`src/rtl/hazard_pkg.sv`:
```
// Shared constants and helpers for the decode-stage hazard scoreboard.
package hazard_pkg;

  localparam int unsigned ALU_LAT  = 3;
  localparam int unsigned MEM_LAT  = 4;
  localparam int unsigned FWD_DIST = 2;

  // Forward-select code meaning "read the register file".
  localparam int unsigned FWD_RF = 0;

  // Width of a countdown that must hold values 0..max_lat.
  function automatic int unsigned cw(input int unsigned max_lat);
    return $clog2(max_lat + 1);
  endfunction

endpackage

```
`src/rtl/hazard_sb_entry.sv`:
```
// One scoreboard slot: countdown of cycles until the pending write to this register lands.
module hazard_sb_entry #(
  parameter int unsigned CW = 3
) (
  input  logic          clk,
  input  logic          rst,
  input  logic          load,
  input  logic [CW-1:0] load_val,
  output logic [CW-1:0] cnt,
  output logic          busy
);

  // A new issue overrides the decrement; otherwise count down to zero and hold.
  always_ff @(posedge clk) begin
    if (rst) begin
      cnt <= '0;
    end else if (load) begin
      cnt <= load_val;
    end else if (cnt != '0) begin
      cnt <= cnt - CW'(1);
    end
  end

  assign busy = (cnt != '0);

endmodule

```
`src/rtl/hazard_scoreboard.sv`:
```
// Decode-stage hazard unit: RAW/WAW stall, forward selects and stall-cycle counter.
// Operand forwarding is enabled by defining HAZARD_FWD_EN.
module hazard_scoreboard #(
  parameter  int unsigned AW       = 2,
  parameter  int unsigned ALU_LAT  = hazard_pkg::ALU_LAT,
  parameter  int unsigned MEM_LAT  = hazard_pkg::MEM_LAT,
  parameter  int unsigned FWD_DIST = hazard_pkg::FWD_DIST,
  parameter  int unsigned PERF_W   = 16,
  localparam int unsigned CW       = hazard_pkg::cw(MEM_LAT)
) (
  input  logic              clk,
  input  logic              rst,
  input  logic              issue_valid,
  input  logic              use_a,
  input  logic              use_b,
  input  logic [AW-1:0]     src_a,
  input  logic [AW-1:0]     src_b,
  input  logic              dst_we,
  input  logic [AW-1:0]     dst,
  input  logic              dst_is_load,
  output logic              stall,
  output logic [CW-1:0]     fwd_sel_a,
  output logic [CW-1:0]     fwd_sel_b,
  output logic [2**AW-1:0]  busy_mask,
  output logic [PERF_W-1:0] stall_cycles
);

  import hazard_pkg::*;

  localparam int unsigned NUM_REGS = 2**AW;
`ifdef HAZARD_FWD_EN
  localparam int unsigned LIMIT = FWD_DIST;
`else
  localparam int unsigned LIMIT = 0;
`endif

  if (ALU_LAT < 1 || MEM_LAT < ALU_LAT || FWD_DIST < 1 || FWD_DIST > ALU_LAT) begin : g_bad_params
    $error("hazard_scoreboard: inconsistent latency parameters");
  end

  logic [CW-1:0] cnt [NUM_REGS];
  logic [CW-1:0] cnt_a, cnt_b, cnt_d, new_lat;
  logic          raw_a, raw_b, waw, accept;

  // All hazard checks look at the pre-update counts, so src==dst sees the older writer.
  assign cnt_a   = cnt[src_a];
  assign cnt_b   = cnt[src_b];
  assign cnt_d   = cnt[dst];
  assign new_lat = dst_is_load ? CW'(MEM_LAT) : CW'(ALU_LAT);

  assign raw_a  = issue_valid & use_a  & (cnt_a > CW'(LIMIT));
  assign raw_b  = issue_valid & use_b  & (cnt_b > CW'(LIMIT));
  assign waw    = issue_valid & dst_we & (cnt_d > new_lat);
  assign stall  = raw_a | raw_b | waw;
  assign accept = issue_valid & ~stall;

  for (genvar r = 0; r < NUM_REGS; r++) begin : g_entry
    hazard_sb_entry #(.CW(CW)) u_entry (
      .clk      (clk),
      .rst      (rst),
      .load     (accept & dst_we & (dst == AW'(r))),
      .load_val (new_lat),
      .cnt      (cnt[r]),
      .busy     (busy_mask[r])
    );
  end

`ifdef HAZARD_FWD_EN
  // cnt==1 is still in flight (no RF bypass), so it is forwarded like any other close result.
  assign fwd_sel_a = (use_a && cnt_a != '0 && cnt_a <= CW'(FWD_DIST)) ? cnt_a : CW'(FWD_RF);
  assign fwd_sel_b = (use_b && cnt_b != '0 && cnt_b <= CW'(FWD_DIST)) ? cnt_b : CW'(FWD_RF);
`else
  assign fwd_sel_a = CW'(FWD_RF);
  assign fwd_sel_b = CW'(FWD_RF);
`endif

  // Saturating stall-cycle performance counter.
  always_ff @(posedge clk) begin
    if (rst) begin
      stall_cycles <= '0;
    end else if (stall && stall_cycles != '1) begin
      stall_cycles <= stall_cycles + PERF_W'(1);
    end
  end

endmodule
```
`config.mk`:
```
export PLATFORM = sky130hd
export DESIGN_NAME = hazard_scoreboard
export DESIGN_NICKNAME = d
export VERILOG_FILES = /design/src/rtl/hazard_pkg.sv /design/src/rtl/hazard_sb_entry.sv /design/src/rtl/hazard_scoreboard.sv
export SDC_FILE = /design/constraint.sdc
export NUM_CORES = 1
export LEC_CHECK = 0
export CORE_UTILIZATION = 50
export DETAILED_ROUTE_END_ITERATION = 12
export PLACE_DENSITY = 0.89
export SYNTH_ARGS = -nofsm -noshare
export SYNTH_HDL_FRONTEND = slang
export SYNTH_HIERARCHICAL = 1
export SYNTH_SLANG_ARGS = --single-unit
```
`constraint.sdc`:
```
create_clock -name clk -period 5.35 [get_ports clk]
set_input_delay 0.535 -clock clk [delete_from_list [all_inputs] [get_ports clk]]
set_output_delay 0.535 -clock clk [all_outputs]
set_load 0.005 [all_outputs]
```
Word level (Yosys, flattened, before mapping)

Cells that the tools add are included.

Add/subtract/negate cells: 5
Multiply operators: 0
Divide/modulo/power cells: 0
Magnitude comparators: 6
Eq/ne operators: 4
Shift operators: 0
Muxes and demuxes: 18
Bitwise gates (word level): 18
Reductions and logical operators: 10

Operators by type and width:

| kind                  | number |
|---|---|
| $mux 3                | 15 |
| $bmux 3 s2            | 3 |
| $add 16x1->16 const B | 1 |
| $ne 16x16->1 const B  | 1 |
| $and 1x1->1           | 12 |
| $reduce_bool 3->1     | 4 |
| $sub 3x1->3 const B   | 4 |
| $ge 3x3->1 const B    | 3 |
| $not 2->3             | 3 |
| $reduce_bool 2->1     | 4 |
| $gt 3x1->1 const B    | 2 |
| $eq 2x2->1 const B    | 2 |
| $gt 3x3->1            | 1 |
| $eq 2x1->1 const B    | 1 |
| $logic_not 2->1       | 1 |
| $or 1x1->1            | 2 |
| $logic_and 1x1->1     | 1 |
| $not 1->1             | 1 |

Register bits: 28
Bits in latches: 0
Bits in writable memories: 0
Bits in read-only memories: 0
Input port bits: 13
Word-level logic and storage cells: 66
Memories: 0

Longest topological paths before layout

Gate-level depths: netlist of the first run.

Depth in word-level cells: 13
Gate-level depth with buffers: 14

By module

Netlist of the first run, hierarchy kept.

Modules (own cells, without submodules):

| module            | times used | cells each | area each (um^2) | sequential area each (um^2) |
|---|---|---|---|---|
| hazard_scoreboard | 1          | 144        | 1148.6           | 320.3 |
| hazard_sb_entry   | 4          | 21         | 202.7            | 60.1 |

Least setup slack after synthesis of the first run

OpenSTA, ideal clock, no wires.

Path type: input to register
Start point: input port dst[0]
End point: register g_entry[2].u_entry.cnt[0]
Arrival: 3.635 ns
Path slack: 1.603 ns
Stages on the path: 13
Buffers on the path: 3
Path through: clkbuf_1 > mux4_2 > ha_1 > nor2b_1 > o311a_1 > a211oi_1 > and2_1 > buf_6 > buf_2 > nand3_1 > nor3_1 > nor2b_1 > a2111oi_1

Cells in the longest elaborated chain, start to end: 12
Elaborated cells on any way between the ends: 14
Classes of those cells: order compare: 1; eq/ne: 1; mux: 4; bitwise: 7; reduce/logical: 1

Ends and longest elaborated chain:

| item                                        | RTL line                | RTL |
|---|---|---|
| from (decl)                                 | hazard_scoreboard.sv:19 | `input logic [AW-1:0] dst,` |
| $not 2->3 (not written as such)             | hazard_scoreboard.sv:48 | `assign cnt_d = cnt[dst];` |
| $bmux 3 s2                                  | hazard_scoreboard.sv:48 |  |
| $mux 3 (not written as such) (2 in a row)   | hazard_scoreboard.sv:48 |  |
| $gt 3x3->1                                  | hazard_scoreboard.sv:53 | `assign waw = issue_valid & dst_we & (cnt_d > new_lat);` |
| $and 1x1->1                                 | hazard_scoreboard.sv:53 |  |
| $or 1x1->1                                  | hazard_scoreboard.sv:54 | `assign stall = raw_a \| raw_b \| waw;` |
| $not 1->1                                   | hazard_scoreboard.sv:55 | `assign accept = issue_valid & ~stall;` |
| $and 1x1->1                                 | hazard_scoreboard.sv:55 |  |
| $and 1x1->1                                 | hazard_scoreboard.sv:61 | `.load (accept & dst_we & (dst == AW'(r))),` |
| $and 1x1->1 (*)                             | hazard_scoreboard.sv:61 |  |
| $mux 3 or $reduce_bool 2->1 (tied branches) | --                      |  |
| to (signal assigned)                        | hazard_sb_entry.sv:18   | `cnt <= load_val;` |
| to (signal assigned)                        | hazard_sb_entry.sv:20   | `cnt <= cnt - CW'(1);` |
| to (decl)                                   | hazard_sb_entry.sv:9    | `output logic [CW-1:0] cnt,` |

Every way passes the cells marked *; elsewhere a longest branch is shown, timed or not. The select of a mux whose other input is x is not followed.
A chain may end at the register's enable or synchronous reset.

Final worst setup path of the first run

Start point: input port dst[0]
End point: output port stall

Cells in the longest elaborated chain, start to end: 7

Ends and longest elaborated chain:

| item                                      | RTL line                | RTL |
|---|---|---|
| $not 2->3 (not written as such)           | hazard_scoreboard.sv:48 |  |
| $bmux 3 s2                                | hazard_scoreboard.sv:48 |  |
| $mux 3 (not written as such) (2 in a row) | hazard_scoreboard.sv:48 |  |
| $gt 3x3->1                                | hazard_scoreboard.sv:53 |  |
| $and 1x1->1                               | hazard_scoreboard.sv:53 |  |
| $or 1x1->1                                | hazard_scoreboard.sv:54 |  |
| to (decl)                                 | hazard_scoreboard.sv:21 | `output logic stall,` |

Every way passes these cells. The select of a mux whose other input is x is not followed.

==> reports/results.tsv, run 1 <==
metric	value	unit
worst-margin pin slew	0.862	ns
Crit-path slowest cell	clkdlybuf4s50_1	
top-area cell type share of the netlist area	0.286	
Final #Nets	286	
top cells by area, synth	dfxtp_1 (29%), nor2b_1 (8.6%), ha_1 (7.7%)	
first-pass GRT wire length	7.32	mm
most common cell in the synthesized netlist	dfxtp_1	
relative slew slack	0.421	
WS Path Type	in2out	
I/O Buffers	33	
row cnt	22	
Leak	0.850	nW
PwrDens	397	nW/um2
f_max	0.237	GHz
Netlist Area Pre-Place	1960	um2
routability congestion estimate	0.825	
Worst-path clk slew	0.09	ns
Top FF cell, synth	dfxtp_1	
Critical Path AT	3.69	ns
Die Ht	64.6	um
initial core utilization	0.527	
Clock Sinks	28	
Logic pwr share	0.472	
maxcap violations	0	
register share of total power	0.346	
fin worst setup slack	1.13	ns
VDD IR-drop max	220	uV
Post-synth ARST share	0	
Setup Buffers After CTS	0	
worst clock skew	0.00984	ns
global-route total usage across every layer	0.222	
core area	3720	um2
type of origin of the critical path	input pin	
Resize count post-CTS	0	
NetSw	0.338	mW
die area	4170	um2
fin crit period	4.22	ns
n_diodes	0	
Ports	40	
final hold violation count	0	
non-filler cells, final	308	
grt ovf	0	
drt total wl	4.40	mm
CP Capture Type	output pin	
Req. time, crit path	4.82	ns
critical-path cell list	clkdlybuf4s50_1 > mux4_2 > ha_1 > nor2b_1 > o311a_1 > a211oi_1 > and2_1 > buf_4 > inv_1 > clkdlybuf4s50_1	
Ys Warns	6	
share of layout cells above drive strength 1	0.0692	
wire per inst	14.3	um
Cells after DPL	304	
setup repair after global routing missed its margin	false	
Root Buffer	clkbuf_8	
clk_lat worst skew	0.29	ns
setup violators final	0	
via count	1829	
Post-CTS Hold Buffers	0	
hpwl dp	3.23	mm
clock group share of total power	0.182	
Max FO, Critical Path	24	
setup TNS	0	ns
most common library cells after synthesis	dfxtp_1 (28), nor2b_1 (27), inv_1 (17), ha_1 (12)	
initial drt markers	129	
initial antenna violation count	0	
area leader, netlist	dfxtp_1	
vias in the first global route	1650	
Setup WS pre-CTS	1.06	ns
sequential-to-total area share from yosys stat	0.286	
CTS tree	done	
largest net degree at the start of global routing	35	
Switching Share	0.359	
Final ANT Viol Nets	0	
Slew Viols, Final	0	
largest stage delay on the critical path	0.65	ns
Yosys reg bits	28	
H-tree levels	1	
Post-Syn Area per Cell	8.59	um2
via density per instance	5.94	
status	completed	
drt drc	0	
Gate Count Post-Synth	228	
clk buf depth	2	
Power Internal	0.604	mW
Num CTS Buffers	3	
most frequent CP cell	clkdlybuf4s50_1	
synth-to-layout area growth	21.0	%
period utilization	0.789	
DRT Pass-1 Iters	4	
DIE WIDTH	64.6	um
Post-synth EDFFs	0	
HP Class	reg2reg	
synth unique cells	36	
-- kinds of logic (layout without fill, tap and decap cells) --
| family | Yosys count | in the layout | synth area share |
|---|---|---|---|
| and+or+nand+nor | 109 | 109 | 0.333 |
| AOI/OAI and AO/OA | 40 | 40 | 0.159 |
| buffers and inverters | 29 | 56 | 0.0753 |
| DFF | 28 | 28 | 0.286 |
| adders and majority gates | 12 | 12 | 0.0766 |
| muxes | 8 | 8 | 0.0632 |
| other | 1 | 6 | 0.00191 |
| xor gates and xnor gates | 1 | 1 | 0.00447 |
-- power by group through the flow --
stage,logic (mW),clock network (mW),registers [mW]
6_report,0.445,0.172,0.326
5_1_grt,0.495,0.182,0.333
4_1_cts,0.444,0.174,0.325
3_5_place_dp,0.440,0,0.329
3_3_place_gp,0.426,0,0.326
2_1_floorplan,0.329,0,0.306
-- path summary, 6_finish.rpt --
kind,from,slack [ns],to,cells past startpoint
worst max register to register,g_entry[2].u_entry/cnt[1]$_SDFFE_PP0P_,1.87,g_entry[1].u_entry/cnt[0]$_SDFFE_PP0P_,10
worst max-delay path,dst[0],1.13,stall,10
worst min register to register,stall_cycles[11]$_SDFFE_PP0P_,0.50,stall_cycles[11]$_SDFFE_PP0P_,2
worst min-delay path,stall_cycles[11]$_SDFFE_PP0P_,0.50,stall_cycles[11]$_SDFFE_PP0P_,2
-- cells in the final DEF, fill, tap and decap left out, types with 5 or more instances in the layout --
| cell | count |
|---|---|
| dfxtp_1 | 28 |
| nor2_1 | 10 |
| clkdlybuf4s50_1 | 33 |
| or3_1 | 6 |
| a2111oi_1 | 9 |
| nor2b_1 | 27 |
| conb_1 | 6 |
| nor4b_1 | 11 |
| o21ai_0 | 8 |
| a21oi_1 | 10 |
| inv_1 | 17 |
| and3_1 | 5 |
| mux2_2 | 5 |
| ha_1 | 12 |
| nor3_1 | 9 |
| nand2_1 | 11 |
| nand3_1 | 9 |
-- sequential cells by signal, summed over array words and instances (netlist names) --
register             count
g_entry.u_entry/cnt     12
stall_cycles            16
-- stage by stage --
step | total power, mW | utilization | area, um2 | hold slack [ns]
6_report | 0.942 | 0.638 | 2370 | 0.504
5_1_grt | 1.01 | 0.638 | 2370 | 0.532
4_1_cts | 0.942 | 0.638 | 2370 | 0.505
3_5_place_dp | 0.769 | 0.619 | 2300 | 0.490
3_3_place_gp | 0.752 | 0.619 | 2300 | 0.473
2_1_floorplan | 0.635 | - | 1980 | 0.477
-- layout make-up --
class	count	area, um2
Sequential cell	28	561
Clock buffer	3	41.3
Fill cell	303	1350
Clock inverter	1	30.0
Tap cell	48	60.1
Multi-Input combinational cell	176	1270
Inverter	17	63.8
Timing Repair Buffer	35	345
-- critical path: cells and delay by family --
family | cells | cell delay, ns
adder cells (fa/ha/maj) | 1 | 0.30
AO/OA/AOI/OAI | 2 | 0.53
multiplexers | 1 | 0.56
AND/OR/NAND/NOR | 2 | 0.33
buffers and inverters | 4 | 1.43
-- routing by layer --
metal	vias to the layer above	GRT usage	routed length [um]
li1	897	-	-
met1	841	0.296	1910
met2	80	0.354	2040
met3	11	0.0299	333
met4	0	0.100	110
met5	-	0	0
Note: power is estimated with default switching activity, not from simulation.
==> run 2, diff against run 1 <==
==> constraint.sdc (replaced) <==
create_clock -name clk -period 3.9 [get_ports clk]
set_input_delay 0.39 -clock clk [delete_from_list [all_inputs] [get_ports clk]]
set_output_delay 0.39 -clock clk [all_outputs]
set_load 0.005 [all_outputs]
==> run 2 against run 1 <==
Compared with the run above: via count increased by 1.2%; worst setup slack got worse by 0.73 ns; utilization is 1.2 points higher; clock-buffer cell count unchanged; critical endpoint unchanged; largest cell class unchanged.
==> reports/results.tsv, run 2 (synthesis gave the netlist of run 1 again) <==
metric	value	unit	change
fin crit period	3.50	ns	
Multi-input gate area	1270	um2	unchanged
RR Startpoint	g_entry[0].u_entry/cnt[1]$_SDFFE_PP0P_		was g_entry[2].u_entry/cnt[1]$_SDFFE_PP0P_
row cnt	22		unchanged
Final Total Pwr	1.30	mW	was 0.942 mW
largest net degree at the start of global routing	35		unchanged
largest reg by FF count	stall_cycles		unchanged
CTS tree	done		unchanged
Resize count post-CTS	0		unchanged
PwrDens	539	nW/um2	was 397 nW/um2
routability congestion estimate	0.869		was 0.825
drt total wl	4.46	mm	was 4.40 mm
maxcap violations	0		unchanged
reg-to-reg endpoint	g_entry[3].u_entry/cnt[0]$_SDFFE_PP0P_		was g_entry[1].u_entry/cnt[0]$_SDFFE_PP0P_
wire per inst	14.2	um	was 14.3 um
Req. time, crit path	3.51	ns	was 4.82 ns
CP Capture Type	output pin		unchanged
final hold violation count	0		unchanged
via density per instance	5.89		was 5.94
Cells after DPL	310		was 304
global-route total usage across every layer	0.219		was 0.222
via count	1851		was 1,829
Final ANT Viol Nets	0		unchanged
Max FO, Critical Path	3		was 24
WS Path Type	in2out		unchanged
Largest regs	stall_cycles (16), g_entry.u_entry/cnt (12)		unchanged
VDD IR-drop max	271	uV	was 220 uV
I/O Buffers	33		unchanged
WHS Path Cells	2		unchanged
f_max	0.285	GHz	
Design Area, Final	2420	um2	was 2370 um2
hpwl dp	3.34	mm	was 3.23 mm
Critical Path AT	3.11	ns	was 3.69 ns
Ports	40		unchanged
non-filler cells, final	314		was 308
relative slew slack	0.621		was 0.421
clk_lat worst skew	0.28	ns	was 0.29 ns
Final #Nets	292		was 286
worst reg-to-reg path cell count	11		was 10
die area	4170	um2	unchanged
Die Ht	64.6	um	unchanged
DIE WIDTH	64.6	um	unchanged
Reg2Reg Setup Slack	0.79	ns	was 1.87 ns
hold path start	stall_cycles[11]$_SDFFE_PP0P_		unchanged
FF/Latch Area	561	um2	unchanged
setup repair after global routing missed its margin	false		unchanged
# fillers	315		was 303
setup violators final	0		unchanged
HP Class	reg2reg		unchanged
Slew Viols, Final	0		unchanged
WHS Endpoint	stall_cycles[11]$_SDFFE_PP0P_		unchanged
period utilization	0.898		
Post-CTS Hold Buffers	0		unchanged
Worst-path clk slew	0.10	ns	was 0.09 ns
Area after DPL	2340	um2	was 2300 um2
status	completed		unchanged
Setup Buffers After CTS	0		unchanged
clk buf depth	2		unchanged
Root Buffer	clkbuf_8		unchanged
most common cell after layout, fill and taps aside	clkdlybuf4s50_1		unchanged
most frequent cells in the layout	clkdlybuf4s50_1 (33), dfxtp_1 (28), nor2b_1 (27), inv_1 (17), ha_1 (12)		unchanged
n_diodes	0		unchanged
worst clock skew	0.00286	ns	was 0.00984 ns
Num CTS Buffers	3		unchanged
first-pass GRT wire length	7.24	mm	was 7.32 mm
setup TNS	0	ns	unchanged
grt ovf	0		unchanged
vias in the first global route	1689		was 1,650
initial antenna violation count	0		unchanged
worst-margin pin slew	0.554	ns	was 0.862 ns
share of layout cells above drive strength 1	0.0902		was 0.0692
core area	3720	um2	unchanged
initial core utilization	0.527		unchanged
drt drc	0		unchanged
Leak	0.881	nW	was 0.850 nW
synth-to-layout area growth	23.3	%	was 21.0%
H-tree levels	1		unchanged
DRT Pass-1 Iters	4		unchanged
Clock Sinks	28		unchanged
number of flip-flops in the largest register	16		unchanged
initial drt markers	127		was 129
type of origin of the critical path	input pin		unchanged
Finished Core Util	0.650		was 0.638
[run 2: changes by cell type in the layout (fill, tap and decap cells not counted), sizes merged]
| cell | before | now |
|---|---|---|
| buf | 2 | 8 |
[run 2: metal layers]
layer | part of all wire | up-vias | global-route usage
met4 | 0.017 | 0 | 0.0972
met2 | 0.47 | 48 | 0.358
met3 | 0.038 | 10 | 0.0229
met5 | 0 | - | 0
met1 | 0.47 | 891 | 0.290
li1 | - | 902 | -
[run 2: cell type report]
class / count / share of cell area
Timing Repair Buffer: 41 / 0.162
Inverter: 17 / 0.0264
Sequential cell: 28 / 0.232
Tap cell: 48 / 0.0249
Clock inverter: 1 / 0.0124
Clock buffer: 3 / 0.0171
Multi-Input combinational cell: 176 / 0.526
[run 2: worst max-delay path, stage by stage]
cell and delay, ns:
clkdlybuf4s50_1 0.50, mux4_2 0.52, ha_1 0.30, nor2b_1 0.14, o311a_1 0.28, a211oi_1 0.23, and2_1 0.22, inv_1 0.10
clkdlybuf4s50_1 0.45
[run 2: how the worst max path moves through the flow]
stage | start | endpoint | slack, ns
detailed placement | dst[0] | g_entry[0].u_entry/cnt[0]$_SDFFE_PP0P_ | 0.24
CTS | dst[0] | stall | 0.40
global placement | dst[0] | g_entry[3].u_entry/cnt[1]$_SDFFE_PP0P_ | 0.31
global route | dst[0] | stall | 0.27
floorplan | dst[0] | g_entry[2].u_entry/cnt[0]$_SDFFE_PP0P_ | 0.30
finish | dst[0] | stall | 0.40
[run 2: power breakdown]
part	total [mW]	switching (mW)	internal [mW]	leakage, nW
registers	0.446	0.0958	0.350	0.229
clock network	0.235	0.0978	0.138	0.0357
logic	0.621	0.276	0.345	0.617
total	1.30	0.469	0.833	0.881
[run 2: through the flow]
| step | setup WS [ns] | hold WS, ns |
|---|---|---|
| after floorplan | 0.298 | 0.458 |
| after global placement | 0.310 | 0.473 |
| after detailed placement | 0.243 | 0.484 |
| after CTS | 0.399 | 0.500 |
| after global routing | 0.273 | 0.511 |
| final | 0.397 | 0.498 |
